## src/rtl/perm_frame_buffer.sv

```systemverilog
`default_nettype none
// ============================================================================
// Module   : perm_frame_buffer
// Purpose  : Collects 64-bit words from noc_intf's perm-write port into
//            WORDS-word frames and stores up to FRAMES complete frames in a
//            ring of register banks. Each committed frame is replayed to the
//            perm block, and dn_stopin backpressure is honoured. Partial
//            frames never leave the block. Protocol errors (orphan words,
//            aborted frames, pushes while stopped) are dropped and flagged.
// Ports    : clk, rst (async, active-low)
//            up_pushin/up_firstin/up_din -> word stream in
//            up_stopin                   <- registered upstream stall
//            dn_pushin/dn_firstin/dn_din <- registered word stream to perm
//            dn_stopin                   -> perm backpressure
//            frame_err                   <- one-cycle error pulse
//            frames_stored               <- committed, not fully sent frames
// Revision : 1.0 - initial release
// ============================================================================
module perm_frame_buffer #(
  parameter int WORDS  = 25,
  parameter int FRAMES = 2
) (
  input  logic                         clk,
  input  logic                         rst,
  input  logic                         up_pushin,
  input  logic                         up_firstin,
  input  logic [63:0]                  up_din,
  output logic                         up_stopin,
  output logic                         dn_pushin,
  output logic                         dn_firstin,
  output logic [63:0]                  dn_din,
  input  logic                         dn_stopin,
  output logic                         frame_err,
  output logic [$clog2(FRAMES+1)-1:0]  frames_stored
);

  localparam int CW = $clog2(FRAMES + 1);
  localparam int BW = (FRAMES > 1) ? $clog2(FRAMES) : 1;
  localparam int IW = (WORDS > 1) ? $clog2(WORDS) : 1;
  localparam logic [CW-1:0] FULL      = CW'(FRAMES);
  localparam logic [BW-1:0] LAST_BANK = BW'(FRAMES - 1);
  localparam logic [IW-1:0] LAST_IDX  = IW'(WORDS - 1);

  typedef enum logic {WR_IDLE = 1'b0, WR_FILL = 1'b1} wr_state_t;
  typedef enum logic {RD_IDLE = 1'b0, RD_SEND = 1'b1} rd_state_t;

  wr_state_t     wr_state;
  rd_state_t     rd_state;
  logic [BW-1:0] wbank, rbank;
  logic [IW-1:0] widx, ridx;
  logic [63:0]   mem [FRAMES][WORDS];

  logic          accept;
  logic          wr_en;
  logic [IW-1:0] wr_addr;
  logic          commit;
  logic          err;
  logic          issue;
  logic          rel;
  logic [CW-1:0] cnt_next;

  always_comb begin
    accept  = up_pushin & ~up_stopin;
    // A firstin word always restarts the current bank at word 0, which
    // covers both a fresh frame and an abort of a partial one.
    wr_en   = accept & ((wr_state == WR_FILL) | up_firstin);
    wr_addr = up_firstin ? '0 : widx;
    commit  = wr_en & ~up_firstin & (widx == LAST_IDX);
    err     = (up_pushin & up_stopin)
            | (accept & (wr_state == WR_IDLE) & ~up_firstin)
            | (accept & (wr_state == WR_FILL) &  up_firstin);

    // Issue straight from idle as soon as a frame is committed so word 0
    // reaches perm two cycles after the last upstream word.
    issue   = ~dn_stopin & ((rd_state == RD_SEND) | (frames_stored != '0));
    rel     = issue & (ridx == LAST_IDX);

    cnt_next = frames_stored;
    if (commit && !rel) begin
      cnt_next = frames_stored + CW'(1);
    end else if (rel && !commit) begin
      cnt_next = frames_stored - CW'(1);
    end
  end

  // Frame storage: contents are don't-care after reset, so no reset here.
  always_ff @(posedge clk) begin
    if (wr_en) begin
      mem[wbank][wr_addr] <= up_din;
    end
  end

  // Write side
  always_ff @(posedge clk or negedge rst) begin
    if (!rst) begin
      wr_state <= WR_IDLE;
      wbank    <= '0;
      widx     <= '0;
    end else if (wr_en) begin
      if (commit) begin
        wr_state <= WR_IDLE;
        widx     <= '0;
        wbank    <= (wbank == LAST_BANK) ? '0 : wbank + BW'(1);
      end else begin
        wr_state <= WR_FILL;
        widx     <= wr_addr + IW'(1);
      end
    end
  end

  // Read side, occupancy and status
  always_ff @(posedge clk or negedge rst) begin
    if (!rst) begin
      rd_state      <= RD_IDLE;
      rbank         <= '0;
      ridx          <= '0;
      dn_pushin     <= 1'b0;
      dn_firstin    <= 1'b0;
      dn_din        <= '0;
      frames_stored <= '0;
      up_stopin     <= 1'b0;
      frame_err     <= 1'b0;
    end else begin
      frames_stored <= cnt_next;
      up_stopin     <= (cnt_next == FULL);
      frame_err     <= err;
      rd_state      <= (cnt_next != '0) ? RD_SEND : RD_IDLE;
      if (issue) begin
        dn_pushin  <= 1'b1;
        dn_firstin <= (ridx == '0);
        dn_din     <= mem[rbank][ridx];
        if (rel) begin
          ridx  <= '0;
          rbank <= (rbank == LAST_BANK) ? '0 : rbank + BW'(1);
        end else begin
          ridx  <= ridx + IW'(1);
        end
      end else begin
        // dn_din holds its last value while stalled
        dn_pushin  <= 1'b0;
        dn_firstin <= 1'b0;
      end
    end
  end

endmodule
`default_nettype wire

```

## config.mk

```make
export PLATFORM = sky130hd
export DESIGN_NAME = perm_frame_buffer
export DESIGN_NICKNAME = d
export VERILOG_FILES = /design/src/rtl/perm_frame_buffer.sv
export SDC_FILE = /design/constraint.sdc
export NUM_CORES = 2
export LEC_CHECK = 0
export CORE_ASPECT_RATIO = 1.75
export CORE_MARGIN = 4
export CORE_UTILIZATION = 26
export CTS_CLUSTER_SIZE = 25
export DETAILED_ROUTE_END_ITERATION = 10
export DONT_BUFFER_PORTS = 1
export PLACE_DENSITY_LB_ADDON = 0.1
export SETUP_SLACK_MARGIN = 0.3
export SLEW_MARGIN = 10
export SYNTH_ARGS = -nofsm -noshare
export SYNTH_HDL_FRONTEND = slang
export SYNTH_SLANG_ARGS = --single-unit
export TNS_END_PERCENT = 30
```

## constraint.sdc

```tcl
create_clock -name clk -period 4.5 [get_ports clk]
set_input_delay 0.9 -clock clk [delete_from_list [all_inputs] [get_ports clk]]
set_output_delay 0.9 -clock clk [all_outputs]
set_load 0.05 [all_outputs]
```

* Word level (Yosys, flattened, before mapping) *
Memory sizes are Yosys's and may differ from the RTL's.
Cells that the tools add are included.

storage, ports and cells
  bits in latches = 0
  logic and storage cells = 74
  output and inout bits = 70
  memories = 1
  bits in registers = 84
  RAM bits = 3,200
  ROM bits = 0

cells by class
  reductions and logical operators = 10
  shifts and indexed selects = 0
  multipliers = 0
  bitwise gates (word level) = 21
  order comparisons = 3
  equality and inequality tests = 3
  $add $sub $neg = 6
  divide/modulo/power cells = 0
  mux-type cells = 18

memories
  memory  words  bits a word  read ports  clocked after memory_dff  wr ports  line  source
  mem     2      1,600        1           0                         1         51    logic [63:0] mem [FRAMES][WORDS];

operators by type and width
  operator                                                    count
  two-way mux 1600 bit                                        1
  binary-select mux 64 bit (select 5 bit)                     1
  demux 64 bit (select 5 bit)                                 1
  two-way mux 64 bit                                          3
  two-way mux 5 bit                                           3
  greater-or-equal comparator 6 bit, second input constant    2
  inverter 5 -> 6 bit                                         2
  AND 1 bit                                                   11
  adder 5 x 1 -> 5 bit, second input constant                 2
  == test 5 bit, second input constant                        2
  two-way mux 1 bit                                           7
  less-than comparator 6 x 1 -> 1 bit, second input constant  1
  zero test 5 bit                                             1
  two-way mux 2 bit                                           2
  inverter 1 bit                                              4
  bitwise OR 1 bit                                            4
  AND reduction 2 bit                                         2
  nonzero test 2 bit                                          2
  logical AND 1 bit                                           3
  adder 1 bit, second input constant                          2
  adder 2 x 1 -> 2 bit, second input constant                 1
  == test 2 bit, second input constant                        1
  zero test 1 bit                                             2
  subtractor 2 x 1 -> 2 bit, second input constant            1

* Longest topological paths before layout *
  word-level depth = 11
  mapped depth = 10

* Worst setup path before layout *
No wires, ideal clock.

  path kind = in2reg
  start = in up_firstin
  end = mem mem[1][1344] (netlist bit), enable pin
  path slack = -529 ps
  stages on the path = 6
  data required time = 4,013 ps
  arrival = 4,542 ps
  cells stage by stage = buf_1 nand2b_1 inv_1 ha_1 nand3_1 nor2_1

between the ends
  cells in the longest elaborated chain, start to end = 7
  elaborated cells between the ends (all ways) = 11
  those cells by class = 2 x order compare; 5 x mux; 3 x bitwise; 1 x reduce/logical

RTL lines
  what                                                                                                            line  source
  from (decl)                                                                                                     26    input logic up_firstin,
  two-way mux 5 bit                                                                                               67    wr_addr = up_firstin ? '0 : widx;
  inverter 5 -> 6 bit (not written as such)                                                                       89    mem[wbank][wr_addr] <= up_din;
  greater-or-equal comparator 6 bit (not written as such) or less-than comparator 6 x 1 -> 1 bit (tied branches)  89
  logical AND 1 bit (not written as such)                                                                         89
  two-way mux 64 bit (not written as such)                                                                        89
  demux 64 bit (select 5 bit)                                                                                     89
  two-way mux 1600 bit (not written as such) *                                                                    89
  to (decl)                                                                                                       51

Mark *: on every way between the ends. The rest lies on a longest branch, timed or not.

* Worst setup path after layout *
  start = reg up_stopin
  end = mem mem[0][525] (netlist bit), enable pin

between the ends
  cells in the longest elaborated chain, start to end = 5

RTL lines
  what                                        line  source
  from (decl)                                 28    output logic up_stopin,
  from (signal assigned)                      125   up_stopin <= (cnt_next == FULL);
  inverter 1 bit                              63    accept = up_pushin & ~up_stopin;
  AND 1 bit                                   63
  AND 1 bit                                   66    wr_en = accept & ((wr_state == WR_FILL) | up_firstin);
  two-way mux 1 bit                           88    if (wr_en) begin
  two-way mux 1600 bit (not written as such)  89

No other way between the ends.

==> results.json <==
{
  "run_status": "complete, no violations",
  "h-tree-depth": 5,
  "grt_max_degree": 89,
  "final_layout_size_suffix_gt1_share_pct": 21.0,
  "seqPwrFrac_pct": 43.1,
  "p_comb_share_pct": 24.2,
  "pre_cts_ws_ns": 0.827,
  "switching_share_pct": 31.1,
  "cts.path.max_buffers": 4,
  "synthArstFlopShare_pct": 2.56,
  "path_delay_family": "simple AND/OR/NAND/NOR gates",
  "cts_resized": 0,
  "synth_cells": 5916,
  "die_y_microns": 924,
  "layout_common_cells": "3200 x edfxtp_1, 642 x mux2i_1, 448 x mux4_2",
  "coreArea_sq_um": 478000,
  "root_buffer": "clkbuf_16",
  "grt_first_pass_wirelength_mm": 590,
  "startpoint_type": "register",
  "vias_per_cell": 4.79,
  "drt-initial-drc-count": 4708,
  "yosysWarningCount": 0,
  "dr.pass1.iters": 5,
  "fin_skew_ns": 0.0764,
  "cp_data_arrival_time_ns": 4.10,
  "setup.worst_path.end": "mem[0][525]$_DFFE_PP_",
  "power_frac_clock_pct": 32.8,
  "cts.sinks": 3284,
  "route.vias.total": 61187,
  "finalSetupViolCount": 0,
  "synth_area_sq_um": 125000,
  "r2r-end": "mem[0][525]$_DFFE_PP_",
  "synth_area_per_cell_sq_um": 21.1,
  "mappedNetlistNets": 5992,
  "ys.flop_type": "edfxtp_1",
  "core.rowCount": 336,
  "wl_mm": 436,
  "die_area_sq_um": 491000,
  "crit_fanout": 14,
  "start_util_pct": 26.1,
  "period_share_pct": 78.4,
  "grt_pass1_vias": 65606,
  "period_needed_ns": 3.53,
  "min_path_type": "in -> reg",
  "powerDensity_nw_per_um2": 577,
  "nets": 6341,
  "worstSetupEndpointType": "register",
  "finalHoldViolCount": 0,
  "syn_to_final_growth_pct": 17.6,
  "num_io_pins": 139,
  "ys_ff_latch": 3284,
  "synth_edf_count": 3200,
  "fmax_ghz": 0.283,
  "drc": 0,
  "timing.rr.start": "up_stopin$_DFF_PN0_",
  "critPathMaxStageDelay_ns": 0.89,
  "grtUsageTotal_pct": 17.4,
  "p_sw_uw": 26400,
  "detail-route-antenna-nets": 0,
  "tightest_slew_ns": 1.24,
  "die_width_microns": 532,
  "post_drt_wl_per_cell_microns": 34.1,
  "cap_violations": 0,
  "worstSetupStartpoint": "up_stopin$_DFF_PN0_",
  "antenna_found_initial": 19,
  "place_congestion": 0.718,
  "postCtsSetupRepairBufs": 0,
  "setup_slack_ns": 0.970,
  "cp_num_buf_inv": 2,
  "slew_headroom_pct": 16.9,
  "ys_seq_area_share_pct": 78.7,
  "leakage_uw": 0.0461,
  "p_int_uw": 58300,
  "rsz0062_at_grt": "false",
  "cts_made_buffers": 331,
  "reg2regPathDepth": 6,
  "layout_commonest_cell": "edfxtp_1",
  "crit_type": "reg -> reg",
  "timing.reg2reg.setup_slack_ns": 0.97,
  "path_depth": 6,
  "cp_data_required_time_ns": 5.07,
  "worstHoldPathCells": 0,
  "cts_tree": "yes",
  "clk_latency_ns": 0.93,
  "vdd_drop_max_v": 0.000463,
  "grt-ovfl-total": 0,
  "yosys.cell_types.count": 54,
  "port_buffers": 0,
  "crit_chain": "inv_1, o211ai_1, nor2_1, nand2_1, nor2_4, buf_12",
  "clk_pin_slew_ns": 0.07,
  "drv_slew": 0,
  "holdWs_ns": 0.0974,
  "dpl.hpwl_mm": 247,
  "slowest_stage": "nor2_4"
}
repair_timing:
| action | in CTS | in global routing |
|---|---|---|
| hold buffers | 90 | 0 |
| endpoints found under the setup margin | 0 | 0 |
| endpoints found under the hold margin | 1003 | 0 |
layer usage:
layer / routed length, microns / vias up / global-route usage (%)
met2: 246000 / 1254 / 34.3
met1: 165000 / 33933 / 19.8
met5: 0 / - / 0
met3: 15700 / 413 / 2.29
li1: - / 25587 / -
met4: 9110 / 0 / 3.63
cell usage after synthesis (all sizes together), types with 31 or more instances:
library cell,n,area share [%]
o22ai,37,0.19
a221oi,64,0.45
mux2i,642,5.2
buf,190,0.82
o211ai,31,0.19
nand4,64,0.32
nor2,60,0.19
mux2,99,0.89
nand2,88,0.26
dfrtp,84,1.7
a22oi,415,2.5
edfxtp,3200,77
nand3,170,0.68
clkbuf,153,0.46
mux4,448,8.1
o22a,94,0.66
how the worst min path moves through the flow:
stage,from,end
floorplan,widx[4]$_DFFE_PN0N_,widx[4]$_DFFE_PN0N_
global placement,widx[4]$_DFFE_PN0N_,widx[4]$_DFFE_PN0N_
detailed placement,widx[4]$_DFFE_PN0N_,widx[4]$_DFFE_PN0N_
CTS,up_din[4],mem[0][1284]$_DFFE_PP_
global route,up_din[53],mem[1][949]$_DFFE_PP_
finish,up_din[53],mem[0][1333]$_DFFE_PP_
logic make-up after synthesis:
logic type                 after synthesis  synth area share [%]
buffers and inverters                  355                  1.31
adders and majority gates                7                0.0702
AOI/OAI and AO/OA                      666                  4.12
DFF                                   3284                  78.7
xor gates and xnor gates                 4                0.0281
and+or+nand+nor                        411                  1.63
muxes                                 1189                  14.1
metrics by stage:
| step | instance area (sq um) | TNS [ns] | util [%] | cells | total power, uW |
|---|---|---|---|---|---|
| after CTS | 147000 | 0 | 30.7 | 12776 | 86500 |
| after global placement | 135000 | 0 | 28.2 | 12095 | 58100 |
| after global routing | 147000 | 0 | 30.7 | 12777 | 88300 |
| final | 147000 | 0 | 30.7 | 12785 | 84700 |
| after detailed placement | 135000 | 0 | 28.2 | 12095 | 58100 |
| after floorplan | 125000 | -1283.46 | - | 5916 | 49700 |
flip-flops by register name, summed over array words and instances, names as in the netlist:
| name | cells |
|---|---|
| rbank | 1 |
| wr_state | 1 |
| dn_pushin | 1 |
| frame_err | 1 |
| up_stopin | 1 |
| wbank | 1 |
| rd_state | 1 |
| dn_din | 64 |
| mem | 3200 |
| frames_stored | 2 |
| widx | 5 |
| dn_firstin | 1 |
| ridx | 5 |
power by group through the flow:
stage / Sequential, uW / Combinational (uW) / Clock, uW
finish: 36500 / 20500 / 27800
global route: 36600 / 21800 / 29900
CTS: 36600 / 21200 / 28700
detailed placement: 37200 / 20800 / 0
global placement: 37200 / 20900 / 0
floorplan: 36400 / 13300 / 0
area by class of cell:
type	instances	area, sq um
repair buffers	359	4670
fillers	46051	332000
clock buffers	422	8840
inverters	12	51.3
multi-input cells	2277	25400
diodes	9	22.5
clock inverters	169	1720
well taps	6253	7820
flip-flops and latches	3284	98200
Note: power is estimated with default switching activity, not from simulation.
